[src/rtl/hex_stopwatch_if.sv]
// Pin-level bundle between the board top and hex_stopwatch: raw buttons and
// direction switch in, active-low segment drives and status LEDs out.
interface hex_stopwatch_if #(
  parameter int DIGITS = 4
);
  logic                toggleBtn;
  logic                clearBtn;
  logic                dir;
  logic [7*DIGITS-1:0] HEX;
  logic                LEDG;
  logic                wrap;

  modport master (
    output toggleBtn, clearBtn, dir,
    input  HEX, LEDG, wrap
  );

  modport slave (
    input  toggleBtn, clearBtn, dir,
    output HEX, LEDG, wrap
  );
endinterface

[src/rtl/hex_stopwatch.sv]
// Debounced BCD stopwatch with run/pause/clear control, up/down counting,
// wrap pulse and registered active-low seven-segment outputs.
//
// state    | meaning
// ---------+-------------------------------------------------
// ST_IDLE  | count and prescaler held at zero, stopped
// ST_RUN   | prescaler advancing, count steps on every tick
// ST_PAUSE | count and partial prescaler period frozen
module hex_stopwatch #(
  parameter int DIGITS   = 4,
  parameter int TICK_DIV = 500000,
  parameter int DEBOUNCE = 250000
) (
  input logic             CLOCK_50,
  input logic             reset_n,
  hex_stopwatch_if.slave  io
);

  localparam int DB_W = $clog2(DEBOUNCE + 1);
  localparam int PS_W = $clog2(TICK_DIV);
  localparam logic [DB_W-1:0] DB_LAST = DB_W'(DEBOUNCE);
  localparam logic [PS_W-1:0] PS_LAST = PS_W'(TICK_DIV - 1);

  typedef enum logic [1:0] {
    ST_IDLE  = 2'd0,
    ST_RUN   = 2'd1,
    ST_PAUSE = 2'd2
  } state_t;

  // Bit 0 carries the toggle button, bit 1 the clear button.
  logic [1:0]            btn_s1, btn_s2;
  logic                  dir_s1, dir_s2;
  logic [1:0]            db, db_d;
  logic [1:0][DB_W-1:0]  db_cnt;
  logic [1:0]            press;
  logic                  tog_press, clr_press;

  state_t                state_q, state_d;
  logic [PS_W-1:0]       pre_q, pre_d;
  logic                  tick;
  logic [DIGITS-1:0][3:0] cnt_q, cnt_d, cnt_step;
  logic                  carry;
  logic                  wrap_q, wrap_d;
  logic [7*DIGITS-1:0]   hex_q;

  function automatic logic [6:0] seg7(input logic [3:0] d);
    case (d)
      4'd0:    seg7 = 7'h40;
      4'd1:    seg7 = 7'h79;
      4'd2:    seg7 = 7'h24;
      4'd3:    seg7 = 7'h30;
      4'd4:    seg7 = 7'h19;
      4'd5:    seg7 = 7'h12;
      4'd6:    seg7 = 7'h02;
      4'd7:    seg7 = 7'h78;
      4'd8:    seg7 = 7'h00;
      4'd9:    seg7 = 7'h10;
      default: seg7 = 7'h7F;
    endcase
  endfunction

  always_ff @(posedge CLOCK_50 or negedge reset_n) begin
    if (!reset_n) begin
      btn_s1 <= 2'b11;
      btn_s2 <= 2'b11;
      dir_s1 <= 1'b0;
      dir_s2 <= 1'b0;
    end else begin
      btn_s1 <= {io.clearBtn, io.toggleBtn};
      btn_s2 <= btn_s1;
      dir_s1 <= io.dir;
      dir_s2 <= dir_s1;
    end
  end

  // The accepted level flips one edge after the counter has recorded
  // DEBOUNCE consecutive mismatching cycles.
  always_ff @(posedge CLOCK_50 or negedge reset_n) begin
    if (!reset_n) begin
      db     <= 2'b11;
      db_d   <= 2'b11;
      db_cnt <= '0;
    end else begin
      for (int i = 0; i < 2; i++) begin
        if (btn_s2[i] == db[i]) begin
          db_cnt[i] <= '0;
        end else if (db_cnt[i] == DB_LAST) begin
          db[i]     <= btn_s2[i];
          db_cnt[i] <= '0;
        end else begin
          db_cnt[i] <= db_cnt[i] + DB_W'(1);
        end
      end
      db_d <= db;
    end
  end

  assign press     = db_d & ~db;
  assign clr_press = press[1];
  assign tog_press = press[0] & ~press[1];

  always_ff @(posedge CLOCK_50 or negedge reset_n) begin
    if (!reset_n) begin
      state_q <= ST_IDLE;
      pre_q   <= '0;
      cnt_q   <= '0;
      wrap_q  <= 1'b0;
    end else begin
      state_q <= state_d;
      pre_q   <= pre_d;
      cnt_q   <= cnt_d;
      wrap_q  <= wrap_d;
    end
  end

  always_comb begin
    state_d = state_q;
    if (clr_press) begin
      state_d = ST_IDLE;
    end else if (tog_press) begin
      case (state_q)
        ST_IDLE:  state_d = ST_RUN;
        ST_RUN:   state_d = ST_PAUSE;
        ST_PAUSE: state_d = ST_RUN;
        default:  state_d = ST_IDLE;
      endcase
    end
  end

  // Tick is decoded from the current state, so a pause press landing on the
  // terminal prescaler cycle still lets that final step through.
  always_comb begin
    tick  = (state_q == ST_RUN) && (pre_q == PS_LAST);
    pre_d = pre_q;
    if (clr_press || state_q == ST_IDLE) begin
      pre_d = '0;
    end else if (state_q == ST_RUN) begin
      pre_d = tick ? '0 : pre_q + PS_W'(1);
    end
  end

  always_comb begin
    cnt_step = cnt_q;
    carry    = 1'b1;
    for (int i = 0; i < DIGITS; i++) begin
      if (carry) begin
        if (!dir_s2) begin
          if (cnt_q[i] >= 4'd9) begin
            cnt_step[i] = 4'd0;
          end else begin
            cnt_step[i] = cnt_q[i] + 4'd1;
            carry       = 1'b0;
          end
        end else begin
          if (cnt_q[i] == 4'd0) begin
            cnt_step[i] = 4'd9;
          end else begin
            cnt_step[i] = cnt_q[i] - 4'd1;
            carry       = 1'b0;
          end
        end
      end
    end
  end

  always_comb begin
    cnt_d  = cnt_q;
    wrap_d = 1'b0;
    if (clr_press) begin
      cnt_d = '0;
    end else if (tick) begin
      cnt_d  = cnt_step;
      wrap_d = carry;
    end
  end

  always_ff @(posedge CLOCK_50 or negedge reset_n) begin
    if (!reset_n) begin
      hex_q <= {DIGITS{7'h40}};
    end else begin
      for (int i = 0; i < DIGITS; i++) begin
        hex_q[7*i +: 7] <= seg7(cnt_q[i]);
      end
    end
  end

  assign io.HEX  = hex_q;
  assign io.LEDG = (state_q == ST_RUN);
  assign io.wrap = wrap_q;

endmodule

[src/flat_wrapper.sv]
// flat-port wrapper written by rule: the top's interface ports become plain ports
module hex_stopwatch_flat 
#(
  parameter int DIGITS   = 4,
  parameter int TICK_DIV = 500000,
  parameter int DEBOUNCE = 250000
)
  (CLOCK_50, reset_n, io_toggleBtn, io_clearBtn, io_dir, io_HEX, io_LEDG, io_wrap);
  hex_stopwatch_if #(.DIGITS(DIGITS)) io_i ();
  input logic CLOCK_50;
  input logic reset_n;
  input wire logic [$bits(io_i.toggleBtn)-1:0] io_toggleBtn;
  input wire logic [$bits(io_i.clearBtn)-1:0] io_clearBtn;
  input wire logic [$bits(io_i.dir)-1:0] io_dir;
  output wire logic [$bits(io_i.HEX)-1:0] io_HEX;
  output wire logic [$bits(io_i.LEDG)-1:0] io_LEDG;
  output wire logic [$bits(io_i.wrap)-1:0] io_wrap;
  assign io_i.toggleBtn = io_toggleBtn;
  assign io_i.clearBtn = io_clearBtn;
  assign io_i.dir = io_dir;
  assign io_HEX = io_i.HEX;
  assign io_LEDG = io_i.LEDG;
  assign io_wrap = io_i.wrap;
  hex_stopwatch #(.DIGITS(DIGITS), .TICK_DIV(TICK_DIV), .DEBOUNCE(DEBOUNCE)) u_core (.CLOCK_50(CLOCK_50), .reset_n(reset_n), .io(io_i));
endmodule
[config.mk]
export PLATFORM = sky130hd
export DESIGN_NAME = hex_stopwatch_flat
export DESIGN_NICKNAME = d
export VERILOG_FILES = /design/src/rtl/hex_stopwatch_if.sv /design/src/rtl/hex_stopwatch.sv /design/src/flat_wrapper.sv
export SDC_FILE = /design/constraint.sdc
export NUM_CORES = 1
export LEC_CHECK = 0
export ABC_AREA = 1
export BUFFER_PORTS_ARGS = -buffer_cell sky130_fd_sc_hd__buf_4
export CAP_MARGIN = 20
export CORE_MARGIN = 1.5
export CORE_UTILIZATION = 40
export CTS_CLUSTER_DIAMETER = 100
export DETAILED_ROUTE_END_ITERATION = 10
export PLACE_DENSITY = 0.69
export SETUP_SLACK_MARGIN = 0.1
export SYNTH_ARGS = -nofsm -noshare
export SYNTH_HDL_FRONTEND = slang
export SYNTH_SLANG_ARGS = --single-unit
export TNS_END_PERCENT = 20
[constraint.sdc]
create_clock -name CLOCK_50 -period 1.4 [get_ports CLOCK_50]
set_input_delay 0.35 -clock CLOCK_50 [delete_from_list [all_inputs] [get_ports CLOCK_50]]
set_output_delay 0.35 -clock CLOCK_50 [all_outputs]
set_load 0.03 [all_outputs]
Word-level counts from Yosys, hierarchy flattened
Memories as Yosys holds them, arrays and structs flattened. A register that Yosys moved wholly into a read port is not among the register bits.
Index checks and enable logic that the tools add are counted.

word-level totals
  flip-flop bits (word level) = 84
  bits in read-only memories = 448
  bits of input ports = 5
  output and inout port bits = 30
  word-level logic and storage cells = 115
  memories kept = 4

memory list
  memory           depth  width  read ports  clocked after Yosys merged registers in  wr ports  RTL line             source
  (no name shown)  16     7      1           1                                        0         hex_stopwatch.sv:47  case (d)
  (no name shown)  16     7      1           1                                        0         hex_stopwatch.sv:47
  (no name shown)  16     7      1           1                                        0         hex_stopwatch.sv:47
  (no name shown)  16     7      1           1                                        0         hex_stopwatch.sv:47

operators by class
  $add $sub $neg = 11
  magnitude comparators = 4
  eq/ne operators = 7
  multiplexer cells = 44
  bitwise operators = 6
  reductions and logical operators = 23

operators with widths
  operator                                                  count
  2-to-1 mux 18 bit                                         4
  2-to-1 mux 4 bit                                          15
  2-to-1 mux 19 bit                                         3
  adder 18 x 1 -> 18 bit, second input constant             2
  == test 18 bit, second input constant                     2
  2-to-1 mux 16 bit                                         2
  adder 19 x 1 -> 19 bit, second input constant             1
  == test 19 bit, second input constant                     1
  2-to-1 mux 1 bit                                          17
  adder 4 x 1 -> 4 bit, second input constant               4
  greater-or-equal comparator 4 bit, second input constant  4
  zero test 4 bit                                           4
  subtractor 4 x 1 -> 4 bit, second input constant          4
  nonzero test 2 bit                                        6
  AND reduction 2 bit                                       5
  zero test 1 bit                                           4
  2-to-1 mux 2 bit                                          2
  case mux 2 bit (2 select lines)                           1
  NOT 1 bit                                                 3
  bitwise AND 2 bit                                         1
  == test 1 bit                                             2
  == test 2 x 1 -> 1 bit, second input constant             1
  == test 2 bit, second input constant                      1
  zero test 2 bit                                           1
  5 further kinds                                           5

Depth between registers and ports, before layout
  depth in word-level cells = 8
  mapped depth = 12
  mapped depth without buffers = 12

Worst setup path after synthesis
OpenSTA, ideal clock, no wires.

  path kind = reg2reg
  start = register u_core.state_q[1]
  end = register u_core.pre_q[14]
  setup time = 0.123 ns
  arrival = 1.516 ns
  required time = 1.277 ns
  path slack = -0.240 ns
  stages on the path, launching flop included = 9
  buffers on the path = 0
  period minus slack after synthesis = 1.640 ns
  cells stage by stage = dfrtp_1 > nor2_1 > nand2_1 > nor2_2 > nand3_4 > nand2_4 > inv_2 > o21ai_1 > o21ai_1

between the ends
  cells in the longest elaborated chain, start to end = 5
  elaborated cells between the ends (all ways) = 8
  classes of those cells = 1 x eq/ne; 3 x mux; 4 x reduce/logical

ends and longest elaborated chain
  what                        RTL line              source
  start: declaration          hex_stopwatch.sv:38   state_t state_q, state_d;
  start signal: assignment    hex_stopwatch.sv:109  state_q <= state_d;
  == test 2 x 1 -> 1 bit (*)  --
  net io_LEDG                 flat_wrapper.sv:16    output wire logic [$bits(io_i.LEDG)-1:0] io_LEDG;
  logical AND 1 bit           hex_stopwatch.sv:133  tick = (state_q == ST_RUN) && (pre_q == PS_LAST);
  2-to-1 mux 19 bit           hex_stopwatch.sv:138  pre_d = tick ? '0 : pre_q + PS_W'(1);
  2-to-1 mux 19 bit           hex_stopwatch.sv:137  end else if (state_q == ST_RUN) begin
  2-to-1 mux 19 bit           hex_stopwatch.sv:135  if (clr_press || state_q == ST_IDLE) begin
  end signal: assignment      hex_stopwatch.sv:110  pre_q <= pre_d;
  end: declaration            hex_stopwatch.sv:39   logic [PS_W-1:0] pre_q, pre_d;

The timed path passes the listed nets; every way through them passes the cells marked *. The select of a mux whose other input is x is not followed.
A chain may end at the register's enable or synchronous reset.

Final worst setup path
  start = register u_core.cnt_q[1] in the netlist's numbering
  end = register u_core.cnt_q[11] in the netlist's numbering

between the ends
  cells in the longest elaborated chain, start to end = 6
  elaborated cells between the ends (all ways) = 8
  classes of those cells = 1 x order compare; 4 x mux; 3 x reduce/logical

ends and longest elaborated chain
  what                                                                         RTL line                                    source
  start: declaration                                                           hex_stopwatch.sv:41                         logic [DIGITS-1:0][3:0] cnt_q, cnt_d, cnt_step;
  start signal: assignment                                                     hex_stopwatch.sv:111                        cnt_q <= cnt_d;
  greater-or-equal comparator 4 bit / zero test 4 bit (equally long branches)  hex_stopwatch.sv:148, hex_stopwatch.sv:155
  2-to-1 mux 1 bit (on tied branches)                                          hex_stopwatch.sv:148, hex_stopwatch.sv:155
  2-to-1 mux 1 bit (*)                                                         hex_stopwatch.sv:147                        if (!dir_s2) begin
  2-to-1 mux 1 bit (*)                                                         hex_stopwatch.sv:146                        if (carry) begin
  nonzero test 2 bit (no source line) (*)                                      --
  AND reduction 2 bit (no source line) (*)                                     --

Every way passes the cells marked *; elsewhere a longest branch is shown, timed or not.

==> results.sh <==
export IMPL_p_comb_share_pct=5.9
export IMPL_ys_top_cells_by_area="dfrtp_1, nand2_1, nor2_1, nand3_1, ha_1"
export IMPL_crit_required_ps=1650
export IMPL_vias=5916
export IMPL_synth_edf_count=0
export IMPL_cp_arrival_ps=1750
export IMPL_critPathKind="register to register"
export IMPL_nFillCells=1354
export IMPL_insertion_delay_ps=360
export IMPL_clk_pin_slew_ps=80
export IMPL_post_route_period_util_pct=107
export IMPL_placed_cells=1172
export IMPL_ys_ff_latch=112
export IMPL_grt_pass1_vias=5770
export IMPL_cts_sinks=112
export IMPL_place_congestion=0.873
export IMPL_grtUsageMet3_pct=4.17
export IMPL_ir_drop_mv=0.657
export IMPL_hold_viol_final=0
export IMPL_syn_nets=835
export IMPL_yosysUniqueCellTypes=40
export IMPL_setup_viol=42
export IMPL_postSynthAreaPerCell_um2=7.94
export IMPL_worst_setup_path_end_kind="register"
export IMPL_multi_input_area_um2=3680
export IMPL_cts_buffer_depth=2
export IMPL_cts_buffers=9
export IMPL_yosysWarnings=0
export IMPL_ant_nets=0
export IMPL_total_power_mw=6.17
export IMPL_setup_ws_ps=-103
export IMPL_slew_viol_final=0
export IMPL_p_int_mw=4.77
export IMPL_leakagePower_nw=4.29
export IMPL_crit_fanout=5
export IMPL_grt_overflow_total=0
export IMPL_port_buffers=34
export IMPL_die_height_um=129
export IMPL_syn_to_final_growth_pct=40.6
export IMPL_status="finished, violations left"
export IMPL_power_density_nw_per_um2=688
export IMPL_yosys_most_used_dff="dfrtp_1"
export IMPL_synthCells=804
export IMPL_tns_ps=-1320
export IMPL_first_pass_iters=5
export IMPL_dp_hpwl_mm=11.1
export IMPL_rows=46
export IMPL_cts_tree="done"
export IMPL_die_w_um=129
export IMPL_top_usage_layer="met2"
export IMPL_drive_above_1_share_pct=38.4
export IMPL_p_switching_mw=1.40
export IMPL_min_period_ps=1500
export IMPL_drv_cap=0
export IMPL_violations="negative setup slack"
export IMPL_p_clk_share_pct=40.9
export IMPL_max_freq_mhz=665
export IMPL_ios=35
export IMPL_async_reset_ff_share_pct=100
export IMPL_ys_seq_area_share_pct=44.1
export IMPL_yosysTopAreaCell="dfrtp_1"
export IMPL_core_area_um2=15700
export IMPL_seqPwrFrac_pct=53.2
export IMPL_final_cell_count_no_fill=1209
export IMPL_use_met2_pct=34.7
export IMPL_rsz0062_at_grt="true"
export IMPL_track_usage_pct=19.7
export IMPL_sw_frac_of_total_pct=22.7
export IMPL_synth_top_area_share_pct=39.2
export IMPL_use_met1_pct=24.5
export IMPL_startpoint_type="register"
export IMPL_grt_pass1_wl_mm=26.3
export IMPL_hold_path_class="input pin to register"
export IMPL_detail_route_wl_per_cell_um=13.2
export IMPL_regArea_um2=2830
export IMPL_syn_area_um2=6380
export IMPL_cts_root_buf="clkbuf_16"
export IMPL_drt_initial_drc_count=374
export IMPL_cts_htree_levels=3
export IMPL_clock_skew_ps=10.5
export IMPL_start_util_pct=40.6
export IMPL_antenna_found_initial=0
export IMPL_antenna_cells=0
export IMPL_drc=0
export IMPL_dieArea_um2=16700
export IMPL_via_per_inst=4.89
export IMPL_nets=1019
export IMPL_place_area_um2=7990
export IMPL_grt_max_degree=34
export IMPL_finalHoldWorstSlack_ps=90.9
export IMPL_wirelength_mm=15.9
export IMPL_worst_pin_slew_ps=361
export IMPL_final_area_um2=8970
export IMPL_relSlewSlack_pct=75.9
==> per-stage QoR <==
| step | setup slack, ps | util (%) |
|---|---|---|
| 2_1_floorplan | -25.1 | - |
| 5_1_grt | -192 | 57.1 |
| 3_3_place_gp | -98.2 | 50.9 |
| 6_report | -103 | 57.1 |
| 4_1_cts | -103 | 55.1 |
| 3_5_place_dp | -123 | 50.9 |
==> cells by family after synthesis <==
| logic type | Yosys count | share of synthesized area (%) |
|---|---|---|
| AOI/OAI and AO/OA | 99 | 8.35 |
| xor gates and xnor gates | 31 | 4.25 |
| adders and majority gates | 26 | 5.10 |
| buffers and inverters | 114 | 7.37 |
| DFF | 112 | 44.1 |
| and+or+nand+nor | 422 | 30.8 |
==> worst paths after layout <==
path,from,end,slack [ps],cells after the start
setup / recovery,u_core.cnt_q[1],u_core.cnt_q[11],-100,12
hold / removal,io_toggleBtn,u_core.btn_s1[0],90,1
setup reg to reg,u_core.cnt_q[1],u_core.cnt_q[11],-100,12
hold reg to reg,u_core.btn_s1[1],u_core.btn_s2[1],360,0
max in group asynchronous,reset_n,u_core.io.HEX[13],350,3
min in group asynchronous,reset_n,u_core.pre_q[17],470,2
==> cells in the final DEF (no fill, tap or decap), types with 3 or more instances in the layout <==
cell	n
inv_1	66
nand3_1	42
inv_2	28
nand3_4	6
xnor2_1	5
nor3_4	4
nand3_2	24
ha_1	14
a21oi_1	22
nand2_2	20
nor2_1	90
nand2_4	13
dfrtp_1	93
o22ai_1	4
dfstp_2	12
o21ai_2	3
nor3_1	7
ha_2	3
nor2_4	15
clkbuf_8	3
nor3_2	5
dfrtp_2	7
nand2_1	152
o211ai_1	6
o21ai_0	30
nand4_1	21
buf_12	4
ha_4	9
buf_4	166
buf_6	15
o21ai_1	24
nor2_2	16
clkbuf_16	9
inv_4	4
xor2_1	23
==> state kept, by name, summed over array words and instances (netlist names) <==
signal / count
u_core.db: 2
u_core.db_cnt: 36
u_core.dir_s2: 1
u_core.io.wrap: 1
u_core.state_q: 2
u_core.io.HEX: 28
u_core.db_d: 2
u_core.btn_s1: 2
u_core.pre_q: 19
u_core.cnt_q: 16
u_core.btn_s2: 2
u_core.dir_s1: 1
==> cell usage after synthesis, types with 15 or more instances <==
master / n
inv_1: 83
ha_1: 26
o21ai_0: 41
nand4_1: 21
inv_2: 15
dfrtp_1: 100
nor2_1: 103
nand2_1: 173
xor2_1: 26
a21oi_1: 24
o21ai_1: 16
nand3_1: 68
==> critical path, stage by stage (launching register included) <==
cell      delay, ps
dfrtp_1         400
inv_2            90
ha_4            170
nor2_2          100
nand2_2          70
nand2_2          90
nand2_4          60
nand2_4          70
inv_2            50
nand2_4         100
clkinv_4         70
nand3_2          60
nand2_1          60
==> cell type report <==
cell class / instances / area share [%]
Tap cell: 216 / 3.01
Inverter: 101 / 4.48
Clock inverter: 2 / 0.139
Timing Repair Buffer: 186 / 16.8
Sequential cell: 112 / 31.5
Clock buffer: 14 / 3.05
Multi-Input combinational cell: 578 / 41.1
==> timing repair <==
action,in CTS,in global routing
cloned,0,0
endpoints found under the hold margin,18,0
resized for setup,73,71
pin swaps,34,34
hold buffers,1,0
buffers inserted,13,7
setup endpoints to repair,75,84
==> per-layer routing <==
layer  vias to the layer above  wire (um)  part of all wire, %
met4                         0        199                  1.3
met2                        75       8040                   51
met1                      2863       7210                   45
met3                        17        454                  2.9
li1                       2961          -                    -
met5                         -          0                    0
==> power by group through the flow <==
stage	Clock [mW]	Combinational [mW]	Sequential, mW
after detailed placement	0	0.279	3.34
after global placement	0	0.273	3.34
final	2.52	0.363	3.29
after floorplan	0	0.100	3.34
after global routing	2.73	0.402	3.29
after CTS	2.61	0.329	3.28
No activity file was read; power rests on OpenSTA's default activity.
